==> src/rtl/latch_mem_stream.sv <==
// ============================================================================
// Module      : latch_mem_stream
// Description : DEPTH x WIDTH flop-based memory with a registered read port,
//               a post-reset clear sweep, a read-valid strobe and an
//               auto-increment streaming pointer that wraps DEPTH-1 -> 0.
//               Optional feature macro: PARITY_EN (per-word even parity with
//               fault injection on write and error flag on read).
// Revision    : 1.0 - initial release
// ============================================================================
`default_nettype none

module latch_mem_stream #(
    parameter  int WIDTH  = 8,
    parameter  int DEPTH  = 64,
    localparam int ADDR_W = $clog2(DEPTH)
) (
    input  logic              clk,
    input  logic              rst,
    input  logic [ADDR_W-1:0] addr,
    input  logic              wr_en,
    input  logic              rd_en,
    input  logic              auto_inc,
    input  logic              ptr_load,
    input  logic [WIDTH-1:0]  data_in,
    input  logic              par_inject,
    output logic [WIDTH-1:0]  data_out,
    output logic              rd_valid,
    output logic [ADDR_W-1:0] ptr,
    output logic              wrap,
    output logic              busy,
    output logic              par_err
);

    // ------------------------------------------------------------------------
    // Constants
    // ------------------------------------------------------------------------
    localparam logic [0:0] C_ST_CLEAR = 1'b0;
    localparam logic [0:0] C_ST_IDLE  = 1'b1;

    localparam logic [ADDR_W-1:0] C_LAST      = ADDR_W'(DEPTH - 1);
    // One bit wider than an address so DEPTH itself is representable
    localparam logic [ADDR_W:0]   C_DEPTH_EXT = (ADDR_W + 1)'(DEPTH);

`ifdef PARITY_EN
    localparam int C_MEM_W = WIDTH + 1;
`else
    localparam int C_MEM_W = WIDTH;
`endif

    // ------------------------------------------------------------------------
    // State
    // ------------------------------------------------------------------------
    logic [C_MEM_W-1:0] r_mem [DEPTH];

    logic [0:0]         r_state;
    logic [ADDR_W-1:0]  r_cnt;
    logic               r_busy;
    logic [ADDR_W-1:0]  r_ptr;
    logic               r_wrap;
    logic               r_rd_valid;
    logic [WIDTH-1:0]   r_data_out;
    logic               r_par_err;

    // ------------------------------------------------------------------------
    // Access decode
    // ------------------------------------------------------------------------
    logic               w_idle;
    logic [ADDR_W-1:0]  w_acc_addr;
    logic               w_in_range;
    logic               w_load_in_range;
    logic               w_acc_last;
    logic               w_do_wr;
    logic               w_any_req;
    logic [ADDR_W-1:0]  w_ptr_next_acc;
    logic [C_MEM_W-1:0] w_rd_word;
    logic [C_MEM_W-1:0] w_wr_word;
    logic [WIDTH-1:0]   w_rd_data;
    logic               w_rd_perr;

    assign w_idle = (r_state == C_ST_IDLE);

    // A pointer load in the same cycle redirects the access to addr, so a
    // stream can be (re)started and its first beat issued in one cycle.
    assign w_acc_addr = (auto_inc && !ptr_load) ? r_ptr : addr;

    // Only reachable with a non-power-of-2 DEPTH; constant true otherwise.
    assign w_in_range      = ({1'b0, w_acc_addr} < C_DEPTH_EXT);
    assign w_load_in_range = ({1'b0, addr} < C_DEPTH_EXT);

    assign w_acc_last = (w_acc_addr == C_LAST);
    assign w_any_req  = rd_en | wr_en;
    assign w_do_wr    = w_idle & wr_en & w_in_range;

    // An out-of-range access in auto mode restarts the stream at word 0.
    assign w_ptr_next_acc = (!w_in_range || w_acc_last) ? '0
                                                        : w_acc_addr + ADDR_W'(1);

    // Out-of-range reads return zero rather than whatever the index aliases to
    assign w_rd_word = w_in_range ? r_mem[w_acc_addr] : '0;
    assign w_rd_data = w_rd_word[WIDTH-1:0];

`ifdef PARITY_EN
    // Stored bit makes the word even parity; par_inject deliberately breaks it
    assign w_wr_word = {(^data_in) ^ par_inject, data_in};
    assign w_rd_perr = w_in_range && (w_rd_word[WIDTH] != (^w_rd_word[WIDTH-1:0]));
`else
    logic w_unused_par_inject;
    assign w_unused_par_inject = par_inject;
    assign w_wr_word = data_in;
    assign w_rd_perr = 1'b0;
`endif

    // ------------------------------------------------------------------------
    // Storage: zeroed word by word during the clear sweep, written when idle
    // ------------------------------------------------------------------------
    always_ff @(posedge clk) begin
        if (!rst) begin
            if (r_state == C_ST_CLEAR) begin
                r_mem[r_cnt] <= '0;
            end else if (w_do_wr) begin
                r_mem[w_acc_addr] <= w_wr_word;
            end
        end
    end

    // ------------------------------------------------------------------------
    // Control FSM: clear sweep after reset, then serve read/write/pointer ops
    // ------------------------------------------------------------------------
    always_ff @(posedge clk) begin
        if (rst) begin
            r_state    <= C_ST_CLEAR;
            r_cnt      <= '0;
            r_busy     <= 1'b1;
            r_ptr      <= '0;
            r_wrap     <= 1'b0;
            r_rd_valid <= 1'b0;
            r_data_out <= '0;
            r_par_err  <= 1'b0;
        end else begin
            // Strobes are single-cycle unless re-armed below
            r_wrap     <= 1'b0;
            r_rd_valid <= 1'b0;
            r_par_err  <= 1'b0;

            case (r_state)
                C_ST_CLEAR: begin
                    if (r_cnt == C_LAST) begin
                        r_state <= C_ST_IDLE;
                        r_busy  <= 1'b0;
                        r_cnt   <= '0;
                    end else begin
                        r_cnt <= r_cnt + ADDR_W'(1);
                    end
                end

                C_ST_IDLE: begin
                    // Read sees pre-write contents when both are requested
                    if (rd_en) begin
                        r_data_out <= w_rd_data;
                        r_rd_valid <= 1'b1;
                        r_par_err  <= w_rd_perr;
                    end

                    // One pointer step per accepted access, even for rd+wr
                    if (auto_inc && w_any_req) begin
                        r_ptr  <= w_ptr_next_acc;
                        r_wrap <= w_in_range && w_acc_last;
                    end else if (ptr_load) begin
                        r_ptr <= w_load_in_range ? addr : '0;
                    end
                end

                default: begin
                    r_state <= C_ST_CLEAR;
                    r_cnt   <= '0;
                    r_busy  <= 1'b1;
                end
            endcase
        end
    end

    // ------------------------------------------------------------------------
    // Outputs (all registered)
    // ------------------------------------------------------------------------
    assign data_out = r_data_out;
    assign rd_valid = r_rd_valid;
    assign ptr      = r_ptr;
    assign wrap     = r_wrap;
    assign busy     = r_busy;
    assign par_err  = r_par_err;

endmodule

`default_nettype wire

==> config.mk <==
export PLATFORM = sky130hd
export DESIGN_NAME = latch_mem_stream
export DESIGN_NICKNAME = d
export VERILOG_FILES = /design/src/rtl/latch_mem_stream.sv
export SDC_FILE = /design/constraint.sdc
export NUM_CORES = 1
export LEC_CHECK = 0
export ABC_AREA = 1
export CAP_MARGIN = 20
export CORE_ASPECT_RATIO = 0.5
export CORE_MARGIN = 2
export CORE_UTILIZATION = 40
export DETAILED_ROUTE_END_ITERATION = 6
export HOLD_SLACK_MARGIN = 0.12
export SLEW_MARGIN = 20
export SYNTH_ARGS = -nofsm -noshare
export SYNTH_HDL_FRONTEND = slang
export SYNTH_SLANG_ARGS = --single-unit
==> constraint.sdc <==
create_clock -name clk -period 6.4 [get_ports clk]
set_input_delay 1.28 -clock clk [delete_from_list [all_inputs] [get_ports clk]]
set_output_delay 1.28 -clock clk [all_outputs]
set_load 0.05 [all_outputs]
# Word level (Yosys, flattened, before mapping)
# Memory sizes are Yosys's and may differ from the RTL's. A register that Yosys moved wholly into a read port is not among the register bits.
# Index checks and enable logic that the tools add are counted.
dict set report word_totals {
  ff_bits 16
  latch_bits 0
  mem_bits_rw 512
  mem_bits_ro 0
  output_inout_bits 18
  mem_count 1
}
dict set report op_classes {
  n_addsub 2
  multipliers 0
  n_div 0
  magnitude_cmp 0
  n_eq_ne 2
  shift 0
  n_mux 18
  n_bitwise 4
  reduce_logical 10
}
# name depth width rd rd_ports_with_merged_regs wr line_no
set mem_list {}
lappend mem_list {r_mem 64 8 1 1 1 53} ;# logic [C_MEM_W-1:0] r_mem [DEPTH];
# op count
set ops {}
lappend ops {{2-to-1 mux 6 bit} 6}
lappend ops {{adder 6 x 1 -> 6 bit (second input constant)} 2}
lappend ops {{== test 6 bit (second input constant)} 2}
lappend ops {{2-to-1 mux 1 bit} 11}
lappend ops {{2-to-1 mux 8 bit} 1}
lappend ops {{OR reduction 8 bit} 1}
lappend ops {{AND reduction 2 bit} 3}
lappend ops {{OR reduction 3 bit} 1}
lappend ops {{logical AND 1 bit} 2}
lappend ops {{NOT 1 bit} 2}
lappend ops {{nonzero test 2 bit} 1}
lappend ops {{OR reduction 2 bit} 1}
lappend ops {{AND 1 bit} 1}
lappend ops {{logical NOT 1 bit} 1}
lappend ops {{OR 1 bit} 1}

# Logic depth before layout (Yosys ltp)
dict set report depth {
  word_depth 7
  ltp_mapped 16
  ltp_nobuf 14
}

# Worst setup path after synthesis
# OpenSTA, ideal clock, no wires.
dict set report synth_path {
  path_type {input -> register}
  startpoint {input port rst}
  endpoint {memory r_mem[0][0] (netlist name), data pin}
  arrival_ns 3.483
  required_ns 5.901
  slack_ns 2.418
  path_stages 6
  n_path_buf 3
  path_cell_list {clkbuf_1 nor2_1 nand2_1 buf_4 buf_4 nor2_1}
}
dict set report synth_via {
  elab_chain_len 4
}
# item line_no
set synth_rtl {}
lappend synth_rtl {{start: declaration} 18} ;# input logic rst,
lappend synth_rtl {{2-to-1 mux 1 bit} 117} ;# if (!rst) begin
lappend synth_rtl {{2-to-1 mux 1 bit (implied by the code)} 121} ;# r_mem[w_acc_addr] <= w_wr_word;
lappend synth_rtl {{OR reduction 8 bit (no line)} n/a}
lappend synth_rtl {{2-to-1 mux 8 bit (no line)} n/a}
lappend synth_rtl {{end: declaration} 53}
# No other way between the ends.

# Worst setup path after layout
dict set report layout_path {
  startpoint {input port ptr_load}
  endpoint {memory r_mem[58][6] (netlist name) (enable)}
}
dict set report layout_via {
  elab_chain_len 4
}
# item line_no
set layout_rtl {}
lappend layout_rtl {{start: declaration} 23} ;# input logic ptr_load,
lappend layout_rtl {{logical NOT 1 bit} 84} ;# assign w_acc_addr = (auto_inc && !ptr_load) ? r_ptr : addr;
lappend layout_rtl {{logical AND 1 bit} 84}
lappend layout_rtl {{2-to-1 mux 6 bit} 84}
lappend layout_rtl {{2-to-1 mux 6 bit (no line)} n/a}
# No other way between the ends.

==> impl_metrics.json <==
{
  "fp.dieW_um": 349,
  "critical_path_class": "in -> reg",
  "p_leak_nw": 10.9,
  "drv_cap": 0,
  "dpl.hpwl_um": 33900,
  "nets": 2440,
  "hold_path_class": "reg -> reg",
  "synthCells": 2400,
  "drc": 0,
  "port_buffers": 36,
  "antenna_found_initial": 0,
  "first_global_vias": 15177,
  "synth_warnings": 0,
  "ys_ff_latch": 536,
  "h-tree-depth": 2,
  "die_y_um": 177,
  "fmax_mhz": 208,
  "die_area_sq_um": 61600,
  "diodes": 0,
  "cts_buffer_depth": 3,
  "setup_tns_ps": 0,
  "routabilityCongestion": 0.862,
  "synth_top_area_frac": 0.645,
  "critPathCaptureType": "flip-flop",
  "synthArstFlopShare": 0,
  "path_cells": "clkdlybuf4s50_1 -> inv_1 -> nand2_1 -> nand2_2 -> nand2_4 -> o21ai_2 -> inv_2 -> nand4_1 -> nor2_1",
  "grt_overflow": 0,
  "synth_compound_area_frac": 0.00851,
  "core-area_sq_um": 59000,
  "ys_types": 27,
  "dr.pass1.iters": 7,
  "n_fill_cell": 5409,
  "crit_fanout": 13,
  "grt_pass1_wl_um": 89600,
  "max_stage_delay_ps": 1020,
  "initial_core_util": 0.403,
  "worstMarginPinSlew_ps": 1130,
  "rsz0062_at_grt": "false",
  "stdcell_count": 3234,
  "final-max-slew-violation-count": 0,
  "fin_crit_ps": 4800,
  "ys.flop_type": "edfxtp_1",
  "cts_tree": "done",
  "synth_simple_gate_area_frac": 0.227,
  "cts_inserted_buffers": 51,
  "vias_per_cell": 5.03,
  "hold_viol": 0,
  "placedCellCount": 3143,
  "crit_buf_inv": 3,
  "post_drt_wl_per_cell_um": 18.3,
  "clock_latency_ps": 580,
  "postCtsSetupBuffers": 0,
  "outcome": "finished clean",
  "synth-xor-area-share": 0.000735,
  "grt_usage": 0.191,
  "finalSetupViolCount": 0,
  "muxShareOfSynthArea": 0,
  "synthAdderAreaFrac": 0.000525,
  "drive_gt1_frac": 0.0603,
  "required_ps": 6590,
  "fin_skew_ps": 14.7,
  "yosys-top-cells-count": "nand2_1 (603), nand3_1 (527), edfxtp_1 (512), inv_1 (456), nor2_1 (91)",
  "start_kind": "primary input",
  "crit_family": "simple AND/OR/NAND/NOR gates",
  "critPathArrivalTime_ps": 4990,
  "cts_root_buf": "clkbuf_16",
  "syn_area_per_cell_sq_um": 9.93,
  "synthToLayoutAreaGrowth_pct": 12.0,
  "clk_pin_slew_ps": 70,
  "num_rows": 63,
  "synth.most_common_cell": "nand2_1",
  "syn-cell-area_sq_um": 23800,
  "syn-num-nets": 2422,
  "postRouteAntennaNets": 0,
  "synth_top_family_by_area": "simple AND/OR/NAND/NOR gates",
  "cellPowerDensity_nw_per_um2": 270,
  "grt_max_degree": 212,
  "cts.sinks": 536,
  "ctsHoldBuffers": 0,
  "synth_largest_area_cell": "edfxtp_1",
  "max-slew-margin-rel": 0.249,
  "fin_crit_sh": 0.750,
  "cpMaxStageDelayCell": "nor2_1",
  "drtIter0Drc": 1501,
  "cts_resized": 0,
  "io_pins": 39,
  "via_count": 16264,
  "synth_edf_count": 512,
  "yosysSeqAreaShare": 0.666,
  "synthTopCellsByArea": "edfxtp_1 (65%), nand3_1 (11%), nand2_1 (9.5%)",
  "ir_drop_uv": 169,
  "routed_wl_um": 59000
}
-- tightest hold or removal path: cells and delay by family, from the launching register on --
family | cells | cell delay (ps)
DFF | 1 | 310
and+or+nand+nor | 2 | 100
-- layer usage --
layer / global-route usage / routed length, um / vias to the layer above
met4: 0.0548 / 1460 / 0
met1: 0.260 / 26100 / 7807
met3: 0.0240 / 3450 / 105
met2: 0.322 / 28000 / 506
li1: - / - / 7846
met5: 0 / 0 / -
-- worst paths after layout --
check	start	endpoint	slack (ps)	cells past startpoint
setup / recovery	ptr_load	r_mem[58][6]	1600	9
hold / removal	busy	busy	450	2
setup reg to reg	r_state	r_mem[58][6]	2590	6
hold reg to reg	busy	busy	450	2
-- kinds of logic (layout without fill, tap and decap cells) --
kind of cell	count (synthesis)	in the layout
flip-flops	536	536
AO/OA/AOI/OAI	31	31
XOR/XNOR	2	2
AND/OR/NAND/NOR	1246	1246
buffers and inverters	583	637
adder cells (fa/ha/maj)	1	1
other	1	1
-- metrics by stage --
stage / setup slack (ps) / area (sq um) / util / hold WS, ps / total power, mW
detailed placement: 1130 / 25100 / 0.425 / 440 / 4.39
global placement: 1150 / 25100 / 0.425 / 433 / 4.38
floorplan: 2420 / 23800 / - / 473 / 4.22
finish: 1600 / 26700 / 0.452 / 453 / 7.21
global route: 1450 / 26700 / 0.452 / 475 / 7.43
CTS: 1730 / 26600 / 0.451 / 452 / 7.23
-- cell type report --
class / instances / area (sq um) / area share
flip-flops and latches: 536 / 15900 / 0.594
multi-input cells: 1281 / 5740 / 0.215
clock buffers: 66 / 1380 / 0.0515
clock inverters: 23 / 175 / 0.00657
inverters: 464 / 1740 / 0.0653
well taps: 780 / 976 / 0.0366
repair buffers: 84 / 811 / 0.0304
-- placed cells by master, fill, tap and decap left out, types with 2 or more instances in the layout --
master and count:
nor2_2 2, clkbuf_16 53, nor3_1 7, o21ai_1 5, nand2_1 599, buf_12 4
nand3_1 526, nand3_2 4, clkbuf_1 13, inv_2 9, o21ai_4 3, nand2_4 3
nor2_1 83, edfxtp_1 512, inv_1 455, o21ai_0 8, xor2_1 2, clkdlybuf4s50_1 36
nor2_4 8, o21ai_2 5, clkinv_1 12, a21oi_1 3, clkinv_2 8, nor4_1 6
a31oi_1 6, dfxtp_1 24, buf_4 42, nand2_2 2, nand4_1 6, buf_16 2
bufinv_16 3
-- sequential cells by signal, summed over array words and instances, names as in the netlist --
name      cells
r_cnt         6
rd_valid      1
r_state       1
r_mem       512
busy          1
ptr           6
data_out      8
wrap          1
-- report_power, final --
part	switching (mW)	leakage [nW]	total (mW)	internal, mW
combinational	0.378	4.60	0.525	0.147
clock	1.26	0.761	2.88	1.62
sequential	0.00351	5.57	3.80	3.79
Power figures use the tool's default switching activity.
